$ cat config.mk
export PLATFORM = sky130hd
export DESIGN_NAME = uart_receiver
export DESIGN_NICKNAME = d
export VERILOG_FILES = /design/src/rtl/uart_pkg.sv /design/src/rtl/uart_sync2.sv /design/src/rtl/uart_receiver.sv
export SDC_FILE = /design/constraint.sdc
export NUM_CORES = 1
export LEC_CHECK = 0
export ABC_AREA = 1
export BUFFER_PORTS_ARGS = -buffer_cell sky130_fd_sc_hd__buf_2
export CORE_MARGIN = 5
export CORE_UTILIZATION = 45
export CTS_BUF_LIST = sky130_fd_sc_hd__clkbuf_2 sky130_fd_sc_hd__clkbuf_4 sky130_fd_sc_hd__clkbuf_8
export CTS_CLUSTER_DIAMETER = 150
export DETAILED_ROUTE_END_ITERATION = 10
export PLACE_DENSITY = 0.63
export SLEW_MARGIN = 20
export SYNTH_ARGS = -nofsm -noshare
export SYNTH_HDL_FRONTEND = slang
export SYNTH_SLANG_ARGS = --single-unit
$ cat constraint.sdc
create_clock -name clock -period 1.48 [get_ports clock]
set_input_delay 0.222 -clock clock [delete_from_list [all_inputs] [get_ports clock]]
set_output_delay 0.222 -clock clock [all_outputs]
set_load 0.02 [all_outputs]
$ cat src/rtl/uart_pkg.sv
// Shared types and constants for the UART receiver.
// Parity support is selected by UART_RECEIVER_PARITY_EN.
package uart_pkg;

    localparam int DATA_W = 8;

    typedef enum logic [2:0] {
        IDLE,
        START,
        DATA,
        PARITY,
        STOP,
        WAIT_IDLE
    } uart_state_e;

endpackage

$ cat src/rtl/uart_sync2.sv
// Two-flop synchronizer for the asynchronous serial line.
// Flops reset high so an idle line shows no edge after reset.
module uart_sync2 (
    input  logic clock,
    input  logic reset,
    input  logic d_i,
    output logic q_o
);

    logic s0_q;
    logic s1_q;

    always_ff @(posedge clock) begin
        if (reset) begin
            s0_q <= 1'b1;
            s1_q <= 1'b1;
        end else begin
            s0_q <= d_i;
            s1_q <= s0_q;
        end
    end

    assign q_o = s1_q;

endmodule

$ cat src/rtl/uart_receiver.sv
// UART receiver, 8N1 by default, 8E1 with UART_RECEIVER_PARITY_EN.
// Bytes are delivered on a valid/ready output with overrun detection.
module uart_receiver
    import uart_pkg::*;
#(
    parameter int CLOCK_HZ  = 27_000_000,
    parameter int BAUD_RATE = 115_200
) (
    input  logic              clock,
    input  logic              reset,
    input  logic              uart_rx,
    output logic              out_valid,
    input  logic              out_ready,
    output logic [DATA_W-1:0] out_data,
    output logic              overrun,
    output logic              frame_error,
    output logic              parity_error
);

    localparam int CPB = CLOCK_HZ / BAUD_RATE;
    localparam int CW  = $clog2(CPB);
    localparam logic [CW-1:0] HALF = CW'(CPB / 2 - 1);
    localparam logic [CW-1:0] FULL = CW'(CPB - 1);

    uart_state_e       state_q, state_d;
    logic [CW-1:0]     cnt_q, cnt_d;
    logic [2:0]        idx_q, idx_d;
    logic [DATA_W-1:0] shift_q, shift_d;
    logic              bad_q, bad_d;
    logic              valid_q, valid_d;
    logic [DATA_W-1:0] data_q, data_d;
    logic              ovr_q, ovr_d;
    logic              fe_q, fe_d;
    logic              rx_prev_q;
    logic              rx_s;
    logic              tick;
    logic              done;

    uart_sync2 u_sync (
        .clock (clock),
        .reset (reset),
        .d_i   (uart_rx),
        .q_o   (rx_s)
    );

`ifdef UART_RECEIVER_PARITY_EN
    logic pe_q, pe_d;
`endif

    assign tick = (cnt_q == '0);

    always_comb begin
        state_d = state_q;
        cnt_d   = cnt_q;
        idx_d   = idx_q;
        shift_d = shift_q;
        bad_d   = bad_q;
        valid_d = valid_q;
        data_d  = data_q;
        ovr_d   = 1'b0;
        fe_d    = 1'b0;
        done    = 1'b0;
`ifdef UART_RECEIVER_PARITY_EN
        pe_d    = 1'b0;
`endif
        if (valid_q && out_ready) valid_d = 1'b0;

        case (state_q)
            IDLE: begin
                if (rx_prev_q && !rx_s) begin
                    state_d = START;
                    cnt_d   = HALF;
                    bad_d   = 1'b0;
                end
            end
            START: begin
                if (!tick) begin
                    cnt_d = cnt_q - 1'b1;
                end else if (!rx_s) begin
                    state_d = DATA;
                    cnt_d   = FULL;
                    idx_d   = 3'd0;
                end else begin
                    state_d = IDLE;
                end
            end
            DATA: begin
                if (!tick) begin
                    cnt_d = cnt_q - 1'b1;
                end else begin
                    shift_d = {rx_s, shift_q[DATA_W-1:1]};
                    cnt_d   = FULL;
                    idx_d   = idx_q + 3'd1;
                    if (idx_q == 3'd7) begin
`ifdef UART_RECEIVER_PARITY_EN
                        state_d = PARITY;
`else
                        state_d = STOP;
`endif
                    end
                end
            end
            PARITY: begin
                if (!tick) begin
                    cnt_d = cnt_q - 1'b1;
                end else begin
                    if (rx_s != ^shift_q) bad_d = 1'b1;
                    cnt_d   = FULL;
                    state_d = STOP;
                end
            end
            STOP: begin
                if (!tick) begin
                    cnt_d = cnt_q - 1'b1;
                end else begin
`ifdef UART_RECEIVER_PARITY_EN
                    pe_d = bad_q;
`endif
                    if (rx_s) begin
                        state_d = IDLE;
                        done    = !bad_q;
                    end else begin
                        fe_d    = 1'b1;
                        state_d = WAIT_IDLE;
                    end
                end
            end
            WAIT_IDLE: begin
                if (rx_s) state_d = IDLE;
            end
            default: state_d = IDLE;
        endcase

        // A pending byte can be replaced only if it is taken this cycle.
        if (done) begin
            if (!valid_q || out_ready) begin
                valid_d = 1'b1;
                data_d  = shift_q;
            end else begin
                ovr_d = 1'b1;
            end
        end
    end

    always_ff @(posedge clock) begin
        if (reset) begin
            state_q   <= IDLE;
            cnt_q     <= '0;
            idx_q     <= '0;
            shift_q   <= '0;
            bad_q     <= 1'b0;
            valid_q   <= 1'b0;
            data_q    <= '0;
            ovr_q     <= 1'b0;
            fe_q      <= 1'b0;
            rx_prev_q <= 1'b1;
        end else begin
            state_q   <= state_d;
            cnt_q     <= cnt_d;
            idx_q     <= idx_d;
            shift_q   <= shift_d;
            bad_q     <= bad_d;
            valid_q   <= valid_d;
            data_q    <= data_d;
            ovr_q     <= ovr_d;
            fe_q      <= fe_d;
            rx_prev_q <= rx_s;
        end
    end

`ifdef UART_RECEIVER_PARITY_EN
    always_ff @(posedge clock) begin
        if (reset) pe_q <= 1'b0;
        else       pe_q <= pe_d;
    end
    assign parity_error = pe_q;
`else
    assign parity_error = 1'b0;
`endif

    assign out_valid   = valid_q;
    assign out_data    = data_q;
    assign overrun     = ovr_q;
    assign frame_error = fe_q;

endmodule
; ---- Word-level counts from Yosys, hierarchy flattened
; Index checks and enable logic that the tools add are counted.
; W data, S select, Z words.
[totals]
regBits = 37
word_cells = 88
[op_classes]
addsub = 2
n_eq_ne = 18
mux = 32
bitwise_logic = 3
n_reduce_logical = 21
[ops]
columns = op, count
row1 = $mux W8, 5
row2 = $mux W3, 11
row3 = $pmux W8 S4, 1
row4 = $ne A2 B2 Y1 const B, 9
row5 = $pmux W3 S6, 1
row6 = $reduce_and A4 Y1, 3
row7 = $mux W1, 11
row8 = $eq A3 B3 Y1 const B, 3
row9 = $logic_not A8 Y1, 1
row10 = $reduce_xor A8 Y1, 1
row11 = $sub A8 B1 Y8 const B, 1
row12 = $reduce_and A7 Y1, 1
row13 = $eq A3 B2 Y1 const B, 2
row14 = $pmux W3 S2, 1
row15 = $reduce_and A2 Y1, 2
row16 = $reduce_bool A2 Y1, 2
row17 = $reduce_bool A4 Y1, 1
row18 = $reduce_or A2 Y1, 2
row19 = $add A3 B1 Y3 const B, 1
row20 = $eq A3 B1 Y1 const B, 1
row21 = $logic_not A1 Y1, 3
row22 = $logic_not A3 Y1, 1
row23 = $ne A3 B3 Y1 const B, 1
row24 = $not A1 Y1, 3
row25 = other kinds (7), 8

; ---- Longest topological paths before layout
; Gate-level depths: netlist (run 1).
[depth]
depth_word = 6
ltp_mapped = 12
depth_no_buf = 12

; ---- Cells and area by module
; A second synthesis (run 1) with hierarchy kept.
[unflattened]
cells_unflattened = 266
area_unflattened_um2 = 1888.1
[modules_own_cells]
columns = module, instances, cells_each, area_each_um2, seq_area_each_um2
row1 = uart_receiver, 1, 259, 1829.3, 700.7
row2 = uart_sync2, 1, 7, 58.8, 40.0

; ---- Least setup slack after synthesis (run 1)
; OpenSTA, ideal clock, no wires.
[synth_path]
path_type = register to register
start = register cnt_q[0]
end = register data_q[6], in the netlist out_data[6]
setup_time_ps = 115
arrival_time_ps = 1453
required_ps = 1365
setup_slack_ps = -88
stages_incl_launch_ff = 11
cell_sequence = dfxtp_1 > inv_1 > ha_1 > nand4_2 > nor2_2 > nand2_4 > nor2_4 > nand4_4 > buf_6 > o21ai_2 > a21oi_2
[synth_via]
elab_chain_len = 4
[synth_rtl]
columns = element, line
row1 = from (decl), uart_receiver.sv:26  ; logic [CW-1:0] cnt_q, cnt_d;
row2 = from (signal assigned), uart_receiver.sv:159  ; cnt_q <= cnt_d;
row3 = $logic_not A8 Y1, uart_receiver.sv:50  ; assign tick = (cnt_q == '0);
row4 = $mux W1, uart_receiver.sv:113  ; if (!tick) begin
row5 = $mux W1, uart_receiver.sv:68  ; case (state_q)
row6 = $reduce_and A2 Y1 (no line), -
row7 = to (signal assigned), uart_receiver.sv:164  ; data_q <= data_d;
row8 = to (decl), uart_receiver.sv:31  ; logic [DATA_W-1:0] data_q, data_d;
; No other way between the ends.
; A chain may end at the register's enable or synchronous reset.

; ---- Worst setup path after layout (run 1)
[layout_path]
start = register cnt_q[1]
end = register data_q[1], in the netlist out_data[1]
; The elaborated chain is that of the path after synthesis.

==> results.rst, run 1 <==
.. list-table::
   :header-rows: 1

   * - Metric
     - Value
   * - Netlist area before placement
     - between 1500 and 2000 um^2
   * - Via density per instance
     - 4.94
   * - Layout overhead on the synthesized area
     - 39.8%
   * - Average instance area after synthesis
     - about 7.1 um^2
   * - Total placed cells including tap cells
     - around 350
   * - Final critical path time including I/O delays and setup
     - roughly 1600 ps
   * - Clk Tree Root Cell
     - sky130_fd_sc_hd__clkbuf_8
   * - Detailed Routing Iterations Pass 1
     - 4
   * - PnR Total Power
     - 5.62 mW
   * - Setup violators final
     - 28
   * - Total global routing overflow
     - 0
   * - Cell-by-cell trace of the critical path
     - inv_2 > ha_4 > nand4_4 > nor2_4 > nand2_4 > nor2_4 > nand4_4 > buf_4 > a21oi_1
   * - Global-route wire length before repair
     - 7690 um
   * - Largest vdd supply drop
     - 1420 uV
   * - Skew-Pair Late Insertion Delay
     - 300 ps
   * - Clk sinks
     - 37
   * - Layout cells sized above 1
     - 0.385
   * - Library cell occupying the most area in the post-synthesis netlist
     - sky130_fd_sc_hd__dfxtp_1
   * - Clk slew on worst S/H paths
     - approximately 70 ps
   * - Initial detailed-routing violation count
     - 88
   * - Share of the core filled with cells
     - 0.651
   * - Count of flip-flops with a built-in enable after synthesis
     - 0
   * - Final nets
     - approximately 330
   * - Detail Placement HPWL
     - about 2900 um
   * - Synth Register Bits
     - 37
   * - Sequential area share after synthesis
     - 0.395
   * - CTS tree
     - yes
   * - Most used routing layer in global routing
     - met2
   * - Share of async-settable or async-resettable flops after synthesis
     - 0
   * - Internal power contribution
     - approximately 3.2 mW
   * - Largest net degree at the start of global routing
     - 25
   * - Worst hold-check path type
     - input pin to register
   * - ANT cells
     - 0
   * - Cell with the largest stage delay on the worst path
     - sky130_fd_sc_hd__dfxtp_2
   * - Final WL
     - 4630 um
   * - Via count
     - 1839
   * - CTS HTree Levels
     - 2
   * - Average wire per standard cell
     - 12.4 um
   * - Number of cells produced by synthesis
     - approximately 270
   * - Total clock buffers created by CTS
     - 5
   * - Run status
     - complete, but fails checks
   * - Number of maximum-capacitance violations
     - 0
   * - Final WS setup
     - -88.3 ps
   * - Final hold violation count
     - 0
   * - Number of global-route vias before repair
     - around 1700
   * - Portion of total power attributed to combinational logic
     - 0.618
   * - Sequential Area
     - 747 um^2
   * - Proportion of power drawn by flip-flops and latches
     - 0.250
   * - Max Fanout on Critical Path
     - 7
   * - Launching element type of the critical path
     - register
   * - Antenna violations before repair
     - 0
   * - Synthesized netlist net count
     - between 200 and 300
   * - GRT met2 Usage
     - 0.285
   * - Critical path buffer and inverter count
     - 2
   * - Unrepaired setup endpoints after global routing
     - true
   * - Predominant post-synthesis flop cell
     - sky130_fd_sc_hd__dfxtp_1
   * - Cell family with most CP delay
     - simple AND/OR/NAND/NOR gates
   * - Global routing usage on met1
     - 0.235
   * - Net switching power
     - between 2 and 2.5 mW
   * - RePlAce Congestion
     - ~0.85
   * - Slowest stage delay, CP
     - ~340 ps
   * - Setup clock skew after layout
     - roughly 6.6 ps
   * - Violated checks
     - setup timing
   * - Row Count
     - 23
   * - Type of the worst setup path
     - register to register
   * - Core Area
     - 4030 um^2
   * - Cells taking the most area after synthesis
     - sky130_fd_sc_hd__dfxtp_1 (39%), sky130_fd_sc_hd__nand2_1 (12%), sky130_fd_sc_hd__a21oi_1 (8.3%), sky130_fd_sc_hd__inv_1 (7.6%), sky130_fd_sc_hd__o21ai_0 (6.4%)
   * - Synthesis Warnings
     - 0
   * - Arrival time reported for the critical path endpoint
     - 1800 ps
   * - Final clock period utilization by the worst path
     - 1.06
   * - Areal power density over the cells
     - roughly 2100 nW/um^2
   * - Critical path data required time
     - about 1700 ps
   * - Number of port buffers
     - 14
   * - Remaining number of nets flagged by the antenna check after routing
     - 0
   * - Non-filler instance count after layout
     - 372
   * - Residual DRC
     - 0
   * - Portion of synthesized cell area occupied by the leading cell type
     - 0.395
   * - Chip height
     - between 70 and 80 um
   * - Kind of end point of the critical path
     - register
   * - Total I/O pin count
     - 16
   * - Filler cell count
     - about 350
   * - Die outline width
     - 74.6 um
   * - Final Max Tran Viols
     - 0
   * - Global-route usage over all layers
     - 0.178
   * - Combined area of the multi-input logic cells
     - approximately 1200 um^2
   * - Unique cell type count in the Yosys netlist
     - 33
   * - Area enclosed by the die boundary
     - 5560 um^2
   * - Static Leak
     - roughly 1.1 nW
   * - Maximum clock rate
     - 638 MHz
   * - Share of power burned in the clock network
     - 0.131
   * - Fraction of met3 tracks used by global routing
     - 0.0473
   * - Switching share of power
     - 0.433
   * - Initial core utilization
     - 0.466
   * - Longest Clk Path Bufs
     - 2
[final cells by class]
type / instances / share of cell area
timing repair buffer: 54 / 0.155
sequential: 37 / 0.285
multi-input combinational: 181 / 0.443
inverter: 42 / 0.0611
tap: 50 / 0.0239
clock buffer: 6 / 0.0291
clock inverter: 2 / 0.00382
[placed cells by master (no fill, tap or decap), types with 2 or more instances in the layout]
master,count
sky130_fd_sc_hd__or2_2,2
sky130_fd_sc_hd__nor2_1,13
sky130_fd_sc_hd__dfxtp_1,32
sky130_fd_sc_hd__nand2_4,3
sky130_fd_sc_hd__nor2_2,3
sky130_fd_sc_hd__clkbuf_8,5
sky130_fd_sc_hd__nand3_2,3
sky130_fd_sc_hd__o21ai_1,15
sky130_fd_sc_hd__a21oi_1,23
sky130_fd_sc_hd__ha_1,2
sky130_fd_sc_hd__inv_1,34
sky130_fd_sc_hd__nand4_4,3
sky130_fd_sc_hd__inv_2,7
sky130_fd_sc_hd__nor2_4,7
sky130_fd_sc_hd__nand3_1,7
sky130_fd_sc_hd__o21ai_2,3
sky130_fd_sc_hd__xnor2_1,2
sky130_fd_sc_hd__clkinv_2,2
sky130_fd_sc_hd__buf_6,10
sky130_fd_sc_hd__o21ai_0,9
sky130_fd_sc_hd__a21oi_2,10
sky130_fd_sc_hd__buf_2,15
sky130_fd_sc_hd__dfxtp_2,5
sky130_fd_sc_hd__xor2_1,3
sky130_fd_sc_hd__nand2_1,51
sky130_fd_sc_hd__buf_4,29
sky130_fd_sc_hd__a21oi_4,2
sky130_fd_sc_hd__nand2_2,8
[final timing paths]
path                            slack, ps         from  cells past startpoint           to
worst min-delay path                  100      uart_rx                      2  u_sync.s0_q
worst max-delay path                  -90     cnt_q[1]                      9  out_data[1]
worst min register to register        410  u_sync.s0_q                      1   u_sync.q_o
worst max register to register        -90     cnt_q[1]                      9  out_data[1]
[cell usage after synthesis, drive strengths merged (2+ instances only)]
library cell	number
or2	2
nor2	23
nand4	3
dfxtp	37
nor3	2
a21oi	35
nand3	11
clkbuf	4
xnor2	2
nand2	62
inv	42
xor2	4
o21ai	28
buf	3
ha	3
[repair_timing]
| item | in CTS | in global routing |
|---|---|---|
| resized for setup | 34 | 40 |
| gates cloned | 4 | 0 |
| setup endpoints to repair | 30 | 31 |
| buffers inserted | 3 | 6 |
| pin swaps | 6 | 18 |
| hold buffers | 0 | 0 |
[through the flow]
stage | hold slack [ps] | setup TNS [ps] | setup WS, ps | area [um^2]
finish | 96.6 | -1520 | -88.3 | 2620
global route | 96.1 | -4500 | -185 | 2620
CTS | 90.7 | -847 | -55.8 | 2470
detailed placement | 394 | -3280 | -207 | 2210
global placement | 392 | -2480 | -171 | 2210
floorplan | 326 | -16.3 | -8.13 | 1910
[registers in the layout, summed over array words and instances (netlist names)]
| signal | count |
|---|---|
| bad_q | 1 |
| cnt_q | 8 |
| frame_error | 1 |
| idx_q | 3 |
| out_data | 8 |
| out_valid | 1 |
| overrun | 1 |
| rx_prev_q | 1 |
| shift_q | 8 |
| state_q | 3 |
| u_sync.q_o | 1 |
| u_sync.s0_q | 1 |
[metal layers]
| metal | part of all wire | wire (um) | vias up |
|---|---|---|---|
| met5 | 0 | 0 | - |
| met4 | 0.012 | 56 | 0 |
| met3 | 0.047 | 218 | 8 |
| met2 | 0.48 | 2220 | 38 |
| met1 | 0.46 | 2130 | 831 |
| li1 | - | - | 962 |
[power by group through the flow]
stage / registers, mW / logic [mW] / clock network [mW]
after floorplan: 1.39 / 1.62 / 0
after global routing: 1.43 / 3.80 / 0.779
after CTS: 1.38 / 2.90 / 0.752
after global placement: 1.39 / 2.36 / 0
final: 1.41 / 3.48 / 0.739
after detailed placement: 1.39 / 2.38 / 0
[cell families after synthesis]
group,count (synthesis),share of synthesized area
compound gates,67,0.198
xor+xnor,6,0.0280
fa+ha+maj,3,0.0200
buf+inv,49,0.105
flops,37,0.395
other cells,1,0.00200
simple gates,103,0.251
Power figures use the tool's default switching activity.
==> run 2: changes to the inputs <==
--- a/config.mk
+++ b/config.mk
@@ -6,7 +6,7 @@
 export NUM_CORES = 1
 export LEC_CHECK = 0
 export ABC_AREA = 1
-export BUFFER_PORTS_ARGS = -buffer_cell sky130_fd_sc_hd__buf_2
+export BUFFER_PORTS_ARGS = -buffer_cell sky130_fd_sc_hd__clkbuf_2
 export CORE_MARGIN = 5
 export CORE_UTILIZATION = 45
 export CTS_BUF_LIST = sky130_fd_sc_hd__clkbuf_2 sky130_fd_sc_hd__clkbuf_4 sky130_fd_sc_hd__clkbuf_8
==> results.rst, run 2 (synthesized netlist as in run 1, its figures left out) <==
.. list-table::
   :header-rows: 1

   * - Metric
     - Value
   * - Average wire per standard cell
     - 12.6 um (+1.5%)
   * - Total placed cells including tap cells
     - 351 (unchanged)
   * - Final WL
     - 4660 um (+0.69%)
   * - Final clock period utilization by the worst path
     - 1.06 (+0.00522)
   * - Via density per instance
     - 4.98 (+0.65%)
   * - Chip height
     - 74.6 um (unchanged)
   * - Clk slew on worst S/H paths
     - 80 ps (about the same)
   * - Cell-by-cell trace of the critical path
     - inv_2 > ha_4 > nand4_4 > nor2_4 > nand2_4 > nor2_4 > nand4_4 > o21ai_2 > a21oi_4
   * - Residual DRC
     - 0 (unchanged)
   * - Arrival time reported for the critical path endpoint
     - 1760 ps (-40 ps)
   * - Remaining number of nets flagged by the antenna check after routing
     - 0 (unchanged)
   * - CTS tree
     - yes
   * - Post-Place Cell Area
     - 2220 um^2 (+0.57%)
   * - Setup slack after placement
     - -195 ps (+11.8 ps)
   * - Portion of total power attributed to combinational logic
     - 0.560 (-0.058)
   * - Kind of end point of the critical path
     - register
   * - Core Area
     - 4030 um^2 (unchanged)
   * - Internal power contribution
     - 3.12 mW (-2.0%)
   * - Cts-stage hold buffer count
     - 0 (unchanged)
   * - Most common cell after layout, fill and taps aside
     - sky130_fd_sc_hd__nand2_1
   * - PnR Total Power
     - 5.35 mW (-4.8%)
   * - Sum of routed wire segments on met1
     - 2230 um (+4.5%)
   * - Layout cells sized above 1
     - 0.398 (+0.0130)
   * - Worst hold-check path type
     - input pin to register
   * - Met3 layer wire length in the routed design
     - 148 um (-32%)
   * - Total clock buffers created by CTS
     - 5 (unchanged)
   * - Setup violators final
     - 28 (unchanged)
   * - Detailed Routing Iterations Pass 1
     - 5 (+1)
   * - Net switching power
     - 2.23 mW (-8.6%)
   * - Proportion of power drawn by flip-flops and latches
     - 0.264 (+0.014)
   * - Highest layer used for signal routing
     - met4
   * - Max Fanout on Critical Path
     - 7 (unchanged)
   * - Final WS setup
     - -96.0 ps (-7.72 ps)
   * - Setup clock skew after layout
     - 9.38 ps (+2.79 ps)
   * - Total global routing overflow
     - 0 (unchanged)
   * - Total I/O pin count
     - 16 (unchanged)
   * - Number of port buffers
     - 14 (unchanged)
   * - Filler cell count
     - 337 (-3.4%)
   * - Run status
     - complete, but fails checks
   * - Global-route usage over all layers
     - 0.174 (-0.00412)
   * - Largest net degree at the start of global routing
     - 25 (unchanged)
   * - Most frequent cells in the layout
     - sky130_fd_sc_hd__nand2_1 (58), sky130_fd_sc_hd__inv_1 (33), sky130_fd_sc_hd__dfxtp_1 (30), sky130_fd_sc_hd__buf_4 (26), sky130_fd_sc_hd__a21oi_1 (21)
   * - ANT cells
     - 0 (unchanged)
   * - Number of global-route vias before repair
     - 1714 (-0.41%)
   * - Skew-Pair Late Insertion Delay
     - 290 ps (about the same)
   * - Number of maximum-capacitance violations
     - 0 (unchanged)
   * - Non-filler instance count after layout
     - 369 (-0.81%)
   * - Final nets
     - 325 (-0.91%)
   * - RePlAce Congestion
     - 0.842 (-1.0%)
   * - Initial detailed-routing violation count
     - 166 (+89%)
   * - Share of the core filled with cells
     - 0.655 (+0.00435)
   * - Via count
     - 1836 (-0.16%)
   * - Static Leak
     - 1.12 nW (-1.8%)
   * - Largest vdd supply drop
     - 1220 uV (-14%)
   * - Clk sinks
     - 37 (unchanged)
   * - Routed length on met2
     - 2230 um (+0.27%)
   * - Clk Tree Root Cell
     - sky130_fd_sc_hd__clkbuf_8
   * - Die outline width
     - 74.6 um (unchanged)
   * - Critical path data required time
     - 1670 ps (-40 ps)
   * - Type of the worst setup path
     - register to register
   * - Share of power burned in the clock network
     - 0.177 (+0.046)
   * - Cell with the largest stage delay on the worst path
     - sky130_fd_sc_hd__dfxtp_2
   * - Layout overhead on the synthesized area
     - 40.8%
   * - Slowest stage delay, CP
     - 330 ps (about the same)
   * - Initial core utilization
     - 0.466 (unchanged)
   * - Areal power density over the cells
     - 2030 nW/um^2 (-5.5%)
   * - Antenna violations before repair
     - 0 (unchanged)
   * - Final Max Tran Viols
     - 0 (unchanged)
   * - Switching share of power
     - 0.416 (-0.0171)
   * - Maximum clock rate
     - 635 MHz (-0.49%)
   * - Longest Clk Path Bufs
     - 2 (unchanged)
   * - Sequential Area
     - 749 um^2 (+0.34%)
   * - Detail Placement HPWL
     - 2920 um (+2.2%)
   * - Final hold violation count
     - 0 (unchanged)
   * - Final standard cell area without fillers
     - 2640 um^2 (+0.67%)
   * - Row Count
     - 23 (unchanged)
   * - Global-route wire length before repair
     - 7530 um (-2.1%)
   * - Area enclosed by the die boundary
     - 5560 um^2 (unchanged)
   * - Unrepaired setup endpoints after global routing
     - true
   * - Combined area of the multi-input logic cells
     - 1150 um^2 (-0.75%)
   * - CTS HTree Levels
     - 2 (unchanged)
   * - Launching element type of the critical path
     - register
   * - Final critical path time including I/O delays and setup
     - 1580 ps (+7.72 ps)
   * - Violated checks
     - setup timing
-- run 2: cell count changes in the layout (fill, tap and decap cells not counted), moves of 3 or more --
cell and delta:
sky130_fd_sc_hd__buf_2 -15, sky130_fd_sc_hd__buf_4 -3, sky130_fd_sc_hd__clkbuf_2 +14, sky130_fd_sc_hd__nand2_1 +7, sky130_fd_sc_hd__nand2_2 -5, sky130_fd_sc_hd__nor2_1 +3, sky130_fd_sc_hd__o21ai_0 -3, sky130_fd_sc_hd__o21ai_1 -9
sky130_fd_sc_hd__o21ai_2 +12
-- run 2: power groups by stage --
stage	Sequential [mW]	Combinational, mW	Clock, mW
2_1_floorplan	1.39	1.62	0
3_3_place_gp	1.39	2.36	0
3_5_place_dp	1.39	2.39	0
4_1_cts	1.38	2.61	0.965
5_1_grt	1.44	3.29	0.997
6_report	1.41	3.00	0.945
-- run 2: area by class of cell --
type | count | share of cell area
clock buffers | 7 | 0.0341
clock inverters | 1 | 0.0114
inverters | 42 | 0.0597
multi-input cells | 181 | 0.436
flip-flops and latches | 37 | 0.284
well taps | 50 | 0.0237
repair buffers | 51 | 0.151
-- run 2: metal layers --
metal	vias to the layer above	track usage
met1	838	0.232
met5	-	0
met3	8	0.0392
met2	34	0.276
li1	956	-
met4	0	0.0593
-- run 2: stage by stage --
| stage | setup TNS, ps | hold WS, ps |
|---|---|---|
| 2_1_floorplan | -16.3 | 326 |
| 3_3_place_gp | -2470 | 397 |
| 3_5_place_dp | -2920 | 397 |
| 4_1_cts | -897 | 98.8 |
| 5_1_grt | -4200 | 107 |
| 6_report | -1080 | 105 |
-- run 2: worst paths after layout --
check | slack, ps | to | depth (start not counted) | from
max | -100 | out_data[1] | 9 | cnt_q[0]
min | 110 | u_sync.s0_q | 2 | uart_rx
max reg2reg | -100 | out_data[1] | 9 | cnt_q[0]
min reg2reg | 420 | u_sync.q_o | 1 | u_sync.s0_q
-- run 2: worst max-delay path: cells and delay by family, from the launching register on --
family	cells	cell delay [ps]
simple gates	5	660
flops	1	330
compound gates	2	270
fa+ha+maj	1	140
buf+inv	1	70
-- run 2: what timing repair did --
item                                    4_1_cts  5_1_grt
gates resized for setup                      31       48
cloned                                        4        0
endpoints found under the setup margin       30       33
setup buffers                                 4        2
pin swaps                                    15        9
